File: src/rtl/wb_stage.sv
// ---------------------------------------------------------------------------
// wb_stage -- writeback stage, sole driver of the register file write port.
//
// Merges single-cycle ALU results with variable-latency load returns.
// Load data is byte-lane extracted and sign/zero extended here. The stage also
// keeps a pending-load scoreboard (busy) that decode uses for load-use stalls.
//
// A load return cannot be back-pressured, so it always wins the write port.
// An ALU result that collides with a load return is parked in a one-entry hold
// buffer. alu_ready is low while that buffer is occupied.
//
// Ports:
//   clk, rst           clock, asynchronous active-high reset
//   alu_valid/ready    ALU result handshake; alu_rd, alu_data carry the payload
//   ld_issue/_rd       a load was issued to memory; marks ld_issue_rd busy
//   ld_valid           load data returning; ld_rd, ld_funct3, ld_offset,
//                      ld_rdata describe it
//   wb_en/wb_rd/wb_data registered regfile write port
//   busy[NREG]         bit i set = load outstanding to x[i]
//   ld_err             one-cycle pulse for a bad or unexpected load return
//
// Optional feature (macro WB_FWD_EN): adds the fwd_rs1/fwd_rs2 inputs and the
// fwd_hit[1:0]/fwd_data outputs. These let decode bypass the regfile's
// read-during-write old value.
// ---------------------------------------------------------------------------
`timescale 1ns/1ps
module wb_stage #(
  parameter int XLEN = 32,
  parameter int NREG = 32
) (
  input  logic            clk,
  input  logic            rst,
  input  logic            alu_valid,
  output logic            alu_ready,
  input  logic [4:0]      alu_rd,
  input  logic [XLEN-1:0] alu_data,
  input  logic            ld_issue,
  input  logic [4:0]      ld_issue_rd,
  input  logic            ld_valid,
  input  logic [4:0]      ld_rd,
  input  logic [2:0]      ld_funct3,
  input  logic [1:0]      ld_offset,
  input  logic [XLEN-1:0] ld_rdata,
  output logic            wb_en,
  output logic [4:0]      wb_rd,
  output logic [XLEN-1:0] wb_data,
  output logic [NREG-1:0] busy,
  output logic            ld_err
`ifdef WB_FWD_EN
  ,
  input  logic [4:0]      fwd_rs1,
  input  logic [4:0]      fwd_rs2,
  output logic [1:0]      fwd_hit,
  output logic [XLEN-1:0] fwd_data
`endif
);

  localparam logic [0:0] HOLD_EMPTY = 1'b0;
  localparam logic [0:0] HOLD_FULL  = 1'b1;

  logic [0:0]      hold_state;
  logic [4:0]      hold_rd;
  logic [XLEN-1:0] hold_data;

  logic            alu_xfer;
  logic [XLEN-1:0] ld_shifted;
  logic [XLEN-1:0] ld_ext;
  logic            ld_bad;
  logic [NREG-1:0] set_mask;
  logic [NREG-1:0] clr_mask;
  logic            ld_was_busy;

  assign alu_ready = (hold_state == HOLD_EMPTY);
  assign alu_xfer  = alu_valid && alu_ready;

  // Move the addressed byte/halfword down to bit 0. ld_bad flags encodings
  // that are not loads and accesses that are misaligned for their size.
  always_comb begin
    ld_shifted = ld_rdata >> {ld_offset, 3'b000};
    ld_ext     = '0;
    ld_bad     = 1'b0;
    case (ld_funct3)
      3'b000: ld_ext = {{(XLEN-8){ld_shifted[7]}}, ld_shifted[7:0]};
      3'b001: begin
        ld_ext = {{(XLEN-16){ld_shifted[15]}}, ld_shifted[15:0]};
        ld_bad = ld_offset[0];
      end
      3'b010: begin
        ld_ext = ld_rdata;
        ld_bad = (ld_offset != 2'b00);
      end
      3'b100: ld_ext = {{(XLEN-8){1'b0}}, ld_shifted[7:0]};
      3'b101: begin
        ld_ext = {{(XLEN-16){1'b0}}, ld_shifted[15:0]};
        ld_bad = ld_offset[0];
      end
      default: ld_bad = 1'b1;
    endcase
  end

  // Decode the scoreboard set and clear indices. x0 never becomes busy.
  // ld_was_busy reflects the state before this edge. It is used to flag
  // load returns that nobody was waiting for.
  always_comb begin
    set_mask = '0;
    clr_mask = '0;
    for (int i = 1; i < NREG; i++) begin
      if (ld_issue && (ld_issue_rd == 5'(i))) set_mask[i] = 1'b1;
      if (ld_valid && (ld_rd == 5'(i)))       clr_mask[i] = 1'b1;
    end
    ld_was_busy = |(busy & clr_mask);
  end

  // Write-port arbitration and hold buffer.
  // Priority is: load return, then the held ALU result, then a new ALU result.
  // wb_rd and wb_data only change on a real write. When nothing is written
  // they keep their last values.
  always_ff @(posedge clk or posedge rst) begin
    if (rst) begin
      wb_en      <= 1'b0;
      wb_rd      <= '0;
      wb_data    <= '0;
      busy       <= '0;
      ld_err     <= 1'b0;
      hold_state <= HOLD_EMPTY;
      hold_rd    <= '0;
      hold_data  <= '0;
    end else begin
      // Set after clear, so a newer load to the same register stays pending.
      busy   <= (busy & ~clr_mask) | set_mask;
      wb_en  <= 1'b0;
      ld_err <= 1'b0;
      if (ld_valid) begin
        ld_err <= ld_bad || ((ld_rd != 5'd0) && !ld_was_busy);
        if (!ld_bad && (ld_rd != 5'd0)) begin
          wb_en   <= 1'b1;
          wb_rd   <= ld_rd;
          wb_data <= ld_ext;
        end
        if (alu_xfer) begin
          hold_state <= HOLD_FULL;
          hold_rd    <= alu_rd;
          hold_data  <= alu_data;
        end
      end else if (hold_state == HOLD_FULL) begin
        hold_state <= HOLD_EMPTY;
        if (hold_rd != 5'd0) begin
          wb_en   <= 1'b1;
          wb_rd   <= hold_rd;
          wb_data <= hold_data;
        end
      end else if (alu_xfer && (alu_rd != 5'd0)) begin
        wb_en   <= 1'b1;
        wb_rd   <= alu_rd;
        wb_data <= alu_data;
      end
    end
  end

`ifdef WB_FWD_EN
  // Bypass for the write that the regfile commits at the coming edge.
  always_comb begin
    fwd_hit    = 2'b00;
    fwd_hit[0] = wb_en && (wb_rd == fwd_rs1) && (wb_rd != 5'd0);
    fwd_hit[1] = wb_en && (wb_rd == fwd_rs2) && (wb_rd != 5'd0);
  end
  assign fwd_data = wb_data;
`endif

endmodule

File: config.mk
export PLATFORM = sky130hd
export DESIGN_NAME = wb_stage
export DESIGN_NICKNAME = d
export VERILOG_FILES = /design/src/rtl/wb_stage.sv
export SDC_FILE = /design/constraint.sdc
export NUM_CORES = 1
export LEC_CHECK = 0
export ABC_CLOCK_PERIOD_IN_PS = 4300
export CAP_MARGIN = 20
export CORE_MARGIN = 2
export CORE_UTILIZATION = 25
export CTS_CLUSTER_SIZE = 10
export DETAILED_ROUTE_END_ITERATION = 12
export PLACE_DENSITY = 0.49
export SLEW_MARGIN = 20
export SYNTH_ARGS = -nofsm -noshare
export SYNTH_HDL_FRONTEND = slang
export SYNTH_SLANG_ARGS = --single-unit
File: constraint.sdc
create_clock -name clk -period 4.3 [get_ports clk]
set_input_delay 0.86 -clock clk [delete_from_list [all_inputs] [get_ports clk]]
set_output_delay 0.86 -clock clk [all_outputs]
set_load 0.05 [all_outputs]
==> flow_summary.toml <==
[status]
outcome = "complete, no violations"

[cells_and_area]
n_fill_cell = 2429
layout_commonest_cell = "clkdlybuf4s50_1"
layout_common_cells = "158 x clkdlybuf4s50_1, 107 x dfrtp_1, 75 x o21ai_0, 61 x mux2_2, 46 x mux2i_1"
nets = 786
final_util = 0.3439
multiInputGateArea_mm2 = 0.003164
diodes = 0
seq_area_mm2 = 0.002704
drive_gt1_frac = 0.1866
area_delta_synth_final_pct = 35.28

[clock_tree]
clk_latency_ps = 360
htreeDepth = 3
cts_tree = "built"
clk_path_buf_depth = 2
cts_hold_buf = 0
postCtsSetupBuffers = 0
clkTransAtPathRegs_ps = 80
cts_resized = 0
clock-sinks = 108
numCtsBuffers = 9
cts-root-buf = "clkbuf_16"

[floorplan]
start_util = 0.2542
die-height_um = 161.0
io_pins = 161
rows = 57
dieArea_mm2 = 0.02593
fp.coreArea_mm2 = 0.02425
dieWidth_um = 161.0

[synthesis]
syn_nets = 643
ys.flop_type = "dfrtp_1"
yosysWarningCount = 0
syn_inst = 554
avgSynthCellArea_um2 = 11.13
yosys_register_bits = 108
synth-edff-count = 0
ys_seq_area_frac = 0.4385
ys_async_sr_fraction = 1.000
syn_area_mm2 = 0.006163
synth_cell_types = 59

[timing]
hold_slack_ps = 503.6
worst_slew_pin_slew_ps = 800.2
slew_violations = 0
slew_headroom = 0.4645
setup_viol = 0
skew_ps = 10.08
period_share = 0.7368
hold_viol = 0
post-route-min-period_ps = 3168
fin_ws_ps = 1132
fmax_ghz = 0.3156
rsz0062_at_grt = "false"
fin_tns_setup_ps = 0

[critical_path]
cp_cell_sequence = "clkdlybuf4s50_1 -> buf_4 -> nor2b_1 -> a32o_1 -> a211oi_1 -> o22ai_1 -> mux2_4"
end_kind = "flop"
slowest_delay_ps = 720
start_kind = "primary input"
critical_path_buf_inv_count = 2
critical_path.max_fanout = 18
path_class = "primary input to flop"
crit_path_top_delay_cell = "a32o_1"
crit_required_ps = 4600
crit_arrival_ps = 3470
crit_family = "compound AO/OA/AOI/OAI gates"

[detailed_routing]
wl_per_cell_um = 20.21
drt-initial-drc-count = 335
via_per_inst = 5.097
wl_um = 20740
ant_nets = 0
drc_errors = 0
firstDrtPassIters = 5
vias = 5230

[power_and_ir_drop]
power_mw = 3.722
max-vdd-ir-drop_mv = 0.2259
power.leakage_nw = 3.265
power_density_mw_per_mm2 = 446.3

[placement]
place_congestion = 0.8745
place_hpwl_um = 15530
dp_slack_ps = 784.1
port-buffer-count = 159

[run]
drv_cap = 0

[global_routing]
antenna_found_initial = 0
grt_pass1_vias = 5341
track_usage = 0.1591
grt_max_degree = 83
grt-ovfl-total = 0
grt_pass1_wl_um = 31790

[min_path]
hold_class = "flop to flop"
where the power goes:
group | internal (mW) | switching, mW
logic | 0.595 | 0.904
clock network | 0.407 | 0.420
registers | 1.23 | 0.165
total | 2.23 | 1.49
cells by family (layout without fill, tap and decap cells):
logic type	count (synthesis)	count (layout)	synth area share
AND/OR/NAND/NOR	88	88	0.08181
buffers and inverters	56	204	0.05095
multiplexers	126	126	0.2337
flip-flops	108	108	0.4385
other	1	1	0.0006084
AO/OA/AOI/OAI	175	175	0.1945
flip-flops by register name (all words and copies together) (netlist names):
register    cells
wb_rd           5
hold_rd         5
hold_state      1
wb_en           1
busy           31
ld_err          1
wb_data        32
hold_data      32
synth_stat cells (3+ instances only):
cell | instances | share of area
a211oi_1 | 16 | 0.019
a21oi_1 | 7 | 0.0057
a221oi_1 | 8 | 0.011
a221oi_2 | 8 | 0.019
and3_1 | 3 | 0.0030
buf_2 | 21 | 0.017
buf_6 | 5 | 0.0091
clkbuf_1 | 12 | 0.0073
dfrtp_1 | 108 | 0.44
inv_1 | 11 | 0.0067
mux2_2 | 61 | 0.11
mux2_4 | 18 | 0.044
mux2i_1 | 46 | 0.075
nand2_1 | 20 | 0.012
nand2b_1 | 8 | 0.0081
nand3_1 | 7 | 0.0057
nand3b_1 | 3 | 0.0037
nand4b_1 | 3 | 0.0043
nor2_1 | 11 | 0.0067
nor2b_1 | 8 | 0.0081
nor3b_1 | 8 | 0.0097
nor4_1 | 3 | 0.0030
o211ai_1 | 4 | 0.0049
o21ai_0 | 75 | 0.061
o221ai_1 | 6 | 0.0085
o22ai_1 | 25 | 0.025
o2bb2ai_1 | 8 | 0.011
final cells by class:
| cell class | count | share of cell area |
|---|---|---|
| clock inverter | 7 | 0.007503 |
| multi-input combinational | 390 | 0.3795 |
| tap | 324 | 0.04862 |
| sequential | 108 | 0.3243 |
| timing repair buffer | 176 | 0.2071 |
| clock buffer | 9 | 0.02701 |
| inverter | 12 | 0.006002 |
per-layer routing:
| layer | global-route usage | routed length, um |
|---|---|---|
| met1 | 0.2168 | 9430 |
| met2 | 0.2468 | 9311 |
| met3 | 0.04648 | 1598 |
| met4 | 0.04383 | 400 |
| met5 | 0 | 0 |
path summary, 6_finish.rpt:
check                        startpoint  depth (start not counted)           end  slack [ps]
max in group asynchronous           rst                          3   wb_data[12]        2460
min reg2reg                hold_data[1]                          1  hold_data[1]         500
max reg2reg                  hold_rd[1]                          6   wb_data[26]        2120
min                        hold_data[1]                          1  hold_data[1]         500
max                        ld_offset[0]                          7   wb_data[25]        1130
min in group asynchronous           rst                          2      wb_rd[2]        1020
metrics by stage:
step	std cells	instance area, um^2
final	1026	8338
after global routing	1026	8338
after detailed placement	1010	8048
after global placement	1010	8048
after CTS	1026	8335
after floorplan	554	6163
Power figures use the tool's default switching activity.
==> patch 1 (same flow settings) <==
`XLEN`: 32 -> 40.
--- a/src/rtl/wb_stage.sv
+++ b/src/rtl/wb_stage.sv
@@ -27,3 +27,3 @@
 module wb_stage #(
-  parameter int XLEN = 32,
+  parameter int XLEN = 40,
   parameter int NREG = 32
Ports: changed (resized alu_data, ld_rdata and wb_data); port bits go from 161 to 185. No check against the original RTL was run, so the function may have changed too.
==> patch 1 against the original RTL <==
  * First-iteration DRC count up 35%
  * Via count up 12%
  * Sequential power up 14%
  * Sequential cell count up 16
  * Sequential share of layout area down 0.81 points
  * Global-route usage up 1.2 points
  * Power up 27%
  * Count of clock-buffer cells in the layout up 9
  * Routed wire length up 21%
  * Setup slack better by 0.11 ns
  * Cell area up 18%
  * Area after synthesis up 14%
  * Critical path type unchanged
  * Largest cell class unchanged
  * Largest power group unchanged
==> patch 1: results (changes against the original RTL) <==
| Metric | Value |
|---|---|
| Status | finished, final reports clean |
| Clock Skews | 0.00938 ns (-0.000697 ns) |
| Slowest stage cell, crit path | clkdlybuf4s50_1 |
| Initial antenna violation count | 2 (+2) |
| Biggest regs | hold_data: 40 flops, wb_data: 40 flops, busy: 31 flops |
| Layout Cells excl Fill | 1204 (+17%) |
| Sequential power | 1.59 mW (+14%) |
| Share of cells above drive strength 1 | 20.3% (+1.6 points) |
| Crit Path Max Fanout | 19 (+1) |
| Sw frac | 38.3% (-1.7 points) |
| Largest net degree at the start of global routing | 87 (+4.8%) |
| Peak supply drop | 0.286 mV (+27%) |
| Hold_sp | hold_data[7] |
| H-tree Lvls | 4 (+1) |
| Gr usage total | 17.1% (+1.2 points) |
| Pre-CTS setup slack | 0.824 ns (+0.0402 ns) |
| Num CTS Buffers | 17 (+8) |
| RR Startpoint | hold_state |
| Register area share after synthesis | 44.1% (+0.29 points) |
| Setup ws final | 1.24 ns (+0.113 ns) |
| Fillers | 2787 (+15%) |
| Worst-Skew Late Latency | 0.43 ns (+0.07 ns) |
| Reg2reg end | wb_rd[1] |
| Reg clk slew, reported paths | 0.06 ns (-0.02 ns) |
| Final Wtd Congestion | 0.806 (-7.9%) |
| Int Power | 2.92 mW (+31%) |
| DP Area | 0.00925 mm^2 (+15%) |
| Port buffer count | 183 (+15%) |
| Pleak | 3.91 nW (+20%) |
| Yosys cell types | 56 (-5.1%) |
| Vias in the first global route | 6001 (+12%) |
| Via count | 5869 (+12%) |
| Post-Syn Area per Cell | 11.0 um^2 (-1.3%) |
| Combinational share of power | 36.5% (-3.8 points) |
| WP data arrival | 3.36 ns (-0.11 ns) |
| Mapped Nets | 745 (+16%) |
| Placed wire-length estimate | 18000 um (+16%) |
| NumNets Final | 916 (+17%) |
| Worst Tran Pin Value | 0.896 ns (+0.0957 ns) |
| Flop-to-flop setup slack | 1.76 ns (-0.36 ns) |
| Largest delay contributor family on the critical path | buffers and inverters |
| First-pass GRT wire length | 37500 um (+18%) |
| Hold Path Sink | hold_data[7] |
| Synth top cells by count | dfrtp_1, o21ai_0, mux2_2 |
| Drt wl/cell | 20.8 um (+3.0%) |
==> patch 1: changes by cell type in the layout (fill, tap and decap cells not counted), moves of 8 or more <==
cell / before / now
a211oi_1: 16 / 8
a221oi_2: 8 / 0
a22oi_1: 2 / 12
and3_1: 3 / 26
clkbuf_16: 9 / 17
clkdlybuf4s50_1: 158 / 182
dfrtp_1: 107 / 123
mux2_4: 18 / 39
nand2_1: 20 / 46
nor2b_1: 8 / 17
o22ai_1: 25 / 33
o2bb2ai_1: 8 / 0
==> patch 1: routing by layer <==
| metal | track usage [%] | vias up | part of all wire, % |
|---|---|---|---|
| met5 | 0 | - | 0 |
| met4 | 2.98 | 0 | 0.70 |
| met3 | 6.14 | 15 | 8.2 |
| met2 | 26.5 | 198 | 45 |
| met1 | 23.1 | 2919 | 47 |
| li1 | - | 2737 | - |
==> patch 1: cell families after synthesis <==
logic type / Yosys count / share of synthesized area, %
buf+inv: 55 / 3.86
simple gates: 136 / 10.3
flops: 124 / 44.1
compound gates: 171 / 15.5
other cells: 1 / 0.0533
mux: 153 / 26.1
==> patch 1: worst max-delay path by stage <==
stage                 start          end  cells after the start
2_1_floorplan           rst     busy[10]                      1
3_3_place_gp   ld_funct3[1]  wb_data[12]                      7
3_5_place_dp   ld_funct3[1]  wb_data[13]                      7
4_1_cts        ld_funct3[1]  wb_data[10]                      7
5_1_grt        ld_funct3[1]   wb_data[8]                      7
6_report       ld_funct3[1]  wb_data[10]                      7
==> patch 1: cell type report <==
type | instances | area [um^2] | area share (%)
clock buffer | 18 | 429 | 4.37
clock inverter | 14 | 136 | 1.39
antenna | 2 | 5.00 | 0.0510
multi-input combinational | 461 | 3670 | 37.4
inverter | 6 | 25.0 | 0.255
tap | 378 | 473 | 4.82
sequential | 124 | 3100 | 31.6
timing repair buffer | 201 | 1970 | 20.1
==> patch 2 (same settings) <==
Made on the original files. Register the input `ld_offset` before use, cleared by the reset. The logic sees it one clock later. The other inputs are not delayed to match.
--- a/src/rtl/wb_stage.sv
+++ b/src/rtl/wb_stage.sv
@@ -60,2 +60,12 @@
 
+  logic [1:0] ld_offset_q;
+
+  always_ff @(posedge clk or posedge rst) begin
+    if (rst) begin
+      ld_offset_q <= '0;
+    end else begin
+      ld_offset_q <= ld_offset;
+    end
+  end
+
   logic [0:0]      hold_state;
@@ -78,3 +88,3 @@
   always_comb begin
-    ld_shifted = ld_rdata >> {ld_offset, 3'b000};
+    ld_shifted = ld_rdata >> {ld_offset_q, 3'b000};
     ld_ext     = '0;
@@ -85,3 +95,3 @@
         ld_ext = {{(XLEN-16){ld_shifted[15]}}, ld_shifted[15:0]};
-        ld_bad = ld_offset[0];
+        ld_bad = ld_offset_q[0];
       end
@@ -89,3 +99,3 @@
         ld_ext = ld_rdata;
-        ld_bad = (ld_offset != 2'b00);
+        ld_bad = (ld_offset_q != 2'b00);
       end
@@ -94,3 +104,3 @@
         ld_ext = {{(XLEN-16){1'b0}}, ld_shifted[15:0]};
-        ld_bad = ld_offset[0];
+        ld_bad = ld_offset_q[0];
       end
Behaviour: not the same (a bounded check fails within 4 cycles, from zero or initial values and one cycle with rst high).
==> patch 2 against the original RTL <==
  * Power down 1.4%
  * Non-clock buffer count down 4
  * Die area is 0.12% lower
  * Via count is 1.3% higher
  * Register-to-register slack lost 0.51 ns
  * Routed wire length is 5.2% higher
  * Area after synthesis fell by 0.12%
  * Sequential cell count is 2 higher
  * Cell area fell by 0.11%
  * Critical path depth is the same
  * Setup slack got worse by 0.028 ns
  * Count of clock-buffer cells in the layout up 1
  * Fmax fell by 0.88%
  * Largest cell class unchanged
==> patch 2: results (changes against the original RTL) <==
| Metric | Value |
|---|---|
| Yosys cell types | 59 (unchanged) |
| Relative slew margins | 28.3% (-18 points) |
| Post-CTS resize count | 0 (unchanged) |
| Initial Util | 25.4% (-0.031 points) |
| Port buffer count | 159 (unchanged) |
| Placed wire-length estimate | 15600 um (+0.58%) |
| Fillers | 2451 (+0.91%) |
| Top FF cell, synth | dfrtp_1 |
| Final Wtd Congestion | 0.880 (+0.63%) |
| Peak supply drop | 0.227 mV (+0.61%) |
| Status | finished, final reports clean |
| Initial antenna violation count | 0 (unchanged) |
| Setup bufs post-CTS | 0 (unchanged) |
| Register area share after synthesis | 44.7% (+0.87 points) |
| Vias in the first global route | 5406 (+1.2%) |
| Pleak | 3.23 nW (-1.0%) |
| Synth warnings | 0 (unchanged) |
| Reg clk slew, reported paths | 0.08 ns (about the same) |
| Synth top cells by count | dfrtp_1, o21ai_0, mux2_2 |
| Mapped Nets | 637 (-0.93%) |
| Via count | 5300 (+1.3%) |
| Num CTS Buffers | 9 (unchanged) |
| First-pass GRT wire length | 32900 um (+3.4%) |
| Share of cells above drive strength 1 | 17.6% (-1.1 points) |
| Synth area leaders | dfrtp_1, mux2_2, mux2i_1 |
| Largest net degree at the start of global routing | 58 (-30%) |
| Iter 0 DRT Violations | 400 (+19%) |
| Total routed wirelength | 21800 um (+5.2%) |
| Gr usage total | 16.6% (+0.71 points) |
| Clock Skews | 0.0135 ns (+0.00343 ns) |
| NumNets Final | 778 (-1.0%) |
| Net Sw Power | 1.48 mW (-0.81%) |
| Crit Path Max Fanout | 16 (-2) |
patch 2: cell count changes after synthesis, sizes merged, moves of 3 or more:
cell	change
a211oi	-16
a221oi	+14
buf	-8
clkbuf	+6
mux2	-3
nand3	+5
nor3b	-4
o21ai	-5
patch 2: critical path, cell delays in order:
cell,delay [ns]
clkdlybuf4s50_1,0.66
nor2b_1,0.87
nor2b_1,0.22
buf_4,0.30
a221oi_1,0.15
o22ai_1,0.24
mux2_2,0.18
patch 2: layer usage:
layer  part of all wire, %  track usage, %
met1                    47            23.5
met2                    45            25.7
met3                   6.8            3.77
met4                   1.1            4.18
met5                     0               0
patch 2: area by class of cell:
type / count / area [um^2] / area share, %
clock buffer: 10 / 229 / 2.75
clock inverter: 6 / 51.3 / 0.616
inverter: 13 / 51.3 / 0.616
multi-input combinational: 383 / 3140 / 37.7
sequential: 110 / 2750 / 33.1
tap: 324 / 405 / 4.87
timing repair buffer: 172 / 1700 / 20.4
patch 2: kinds of logic (layout without fill, tap and decap cells):
family	count (synthesis)	in the layout	share of synthesized area, %
DFF	110	110	44.7
AOI/OAI and AO/OA	166	166	19.8
other	1	1	0.0609
buffers and inverters	55	201	4.61
and+or+nand+nor	93	93	8.82
muxes	123	123	22.0
patch 2: final timing paths:
path,slack (ns),from,cells past startpoint,end
hold / removal,0.50,wb_data[7],1,wb_data[7]
setup reg to reg,1.61,ld_offset_q[1],6,wb_data[24]
hold reg to reg,0.50,wb_data[7],1,wb_data[7]
min in group asynchronous,1.01,rst,2,busy[5]
max in group asynchronous,2.51,rst,3,hold_state
setup / recovery,1.10,ld_funct3[0],7,wb_data[24]
patch 2: per-stage QoR:
stage	std cells	area (um^2)	hold WS, ns	total power, mW	worst slack (ns)
detailed placement	1002	8050	0.482	2.86	0.734
floorplan	548	6160	0.479	2.29	0.538
global placement	1002	8050	0.474	2.85	0.844
global route	1018	8330	0.518	3.84	0.927
finish	1018	8330	0.499	3.67	1.10
CTS	1018	8330	0.499	3.71	1.09
patch 2: power groups by stage:
stage | sequential (mW) | clock (mW) | combinational (mW)
CTS | 1.42 | 0.853 | 1.44
global route | 1.44 | 0.892 | 1.50
finish | 1.42 | 0.823 | 1.43
global placement | 1.43 | 0 | 1.42
floorplan | 1.87 | 0 | 0.416
detailed placement | 1.43 | 0 | 1.43
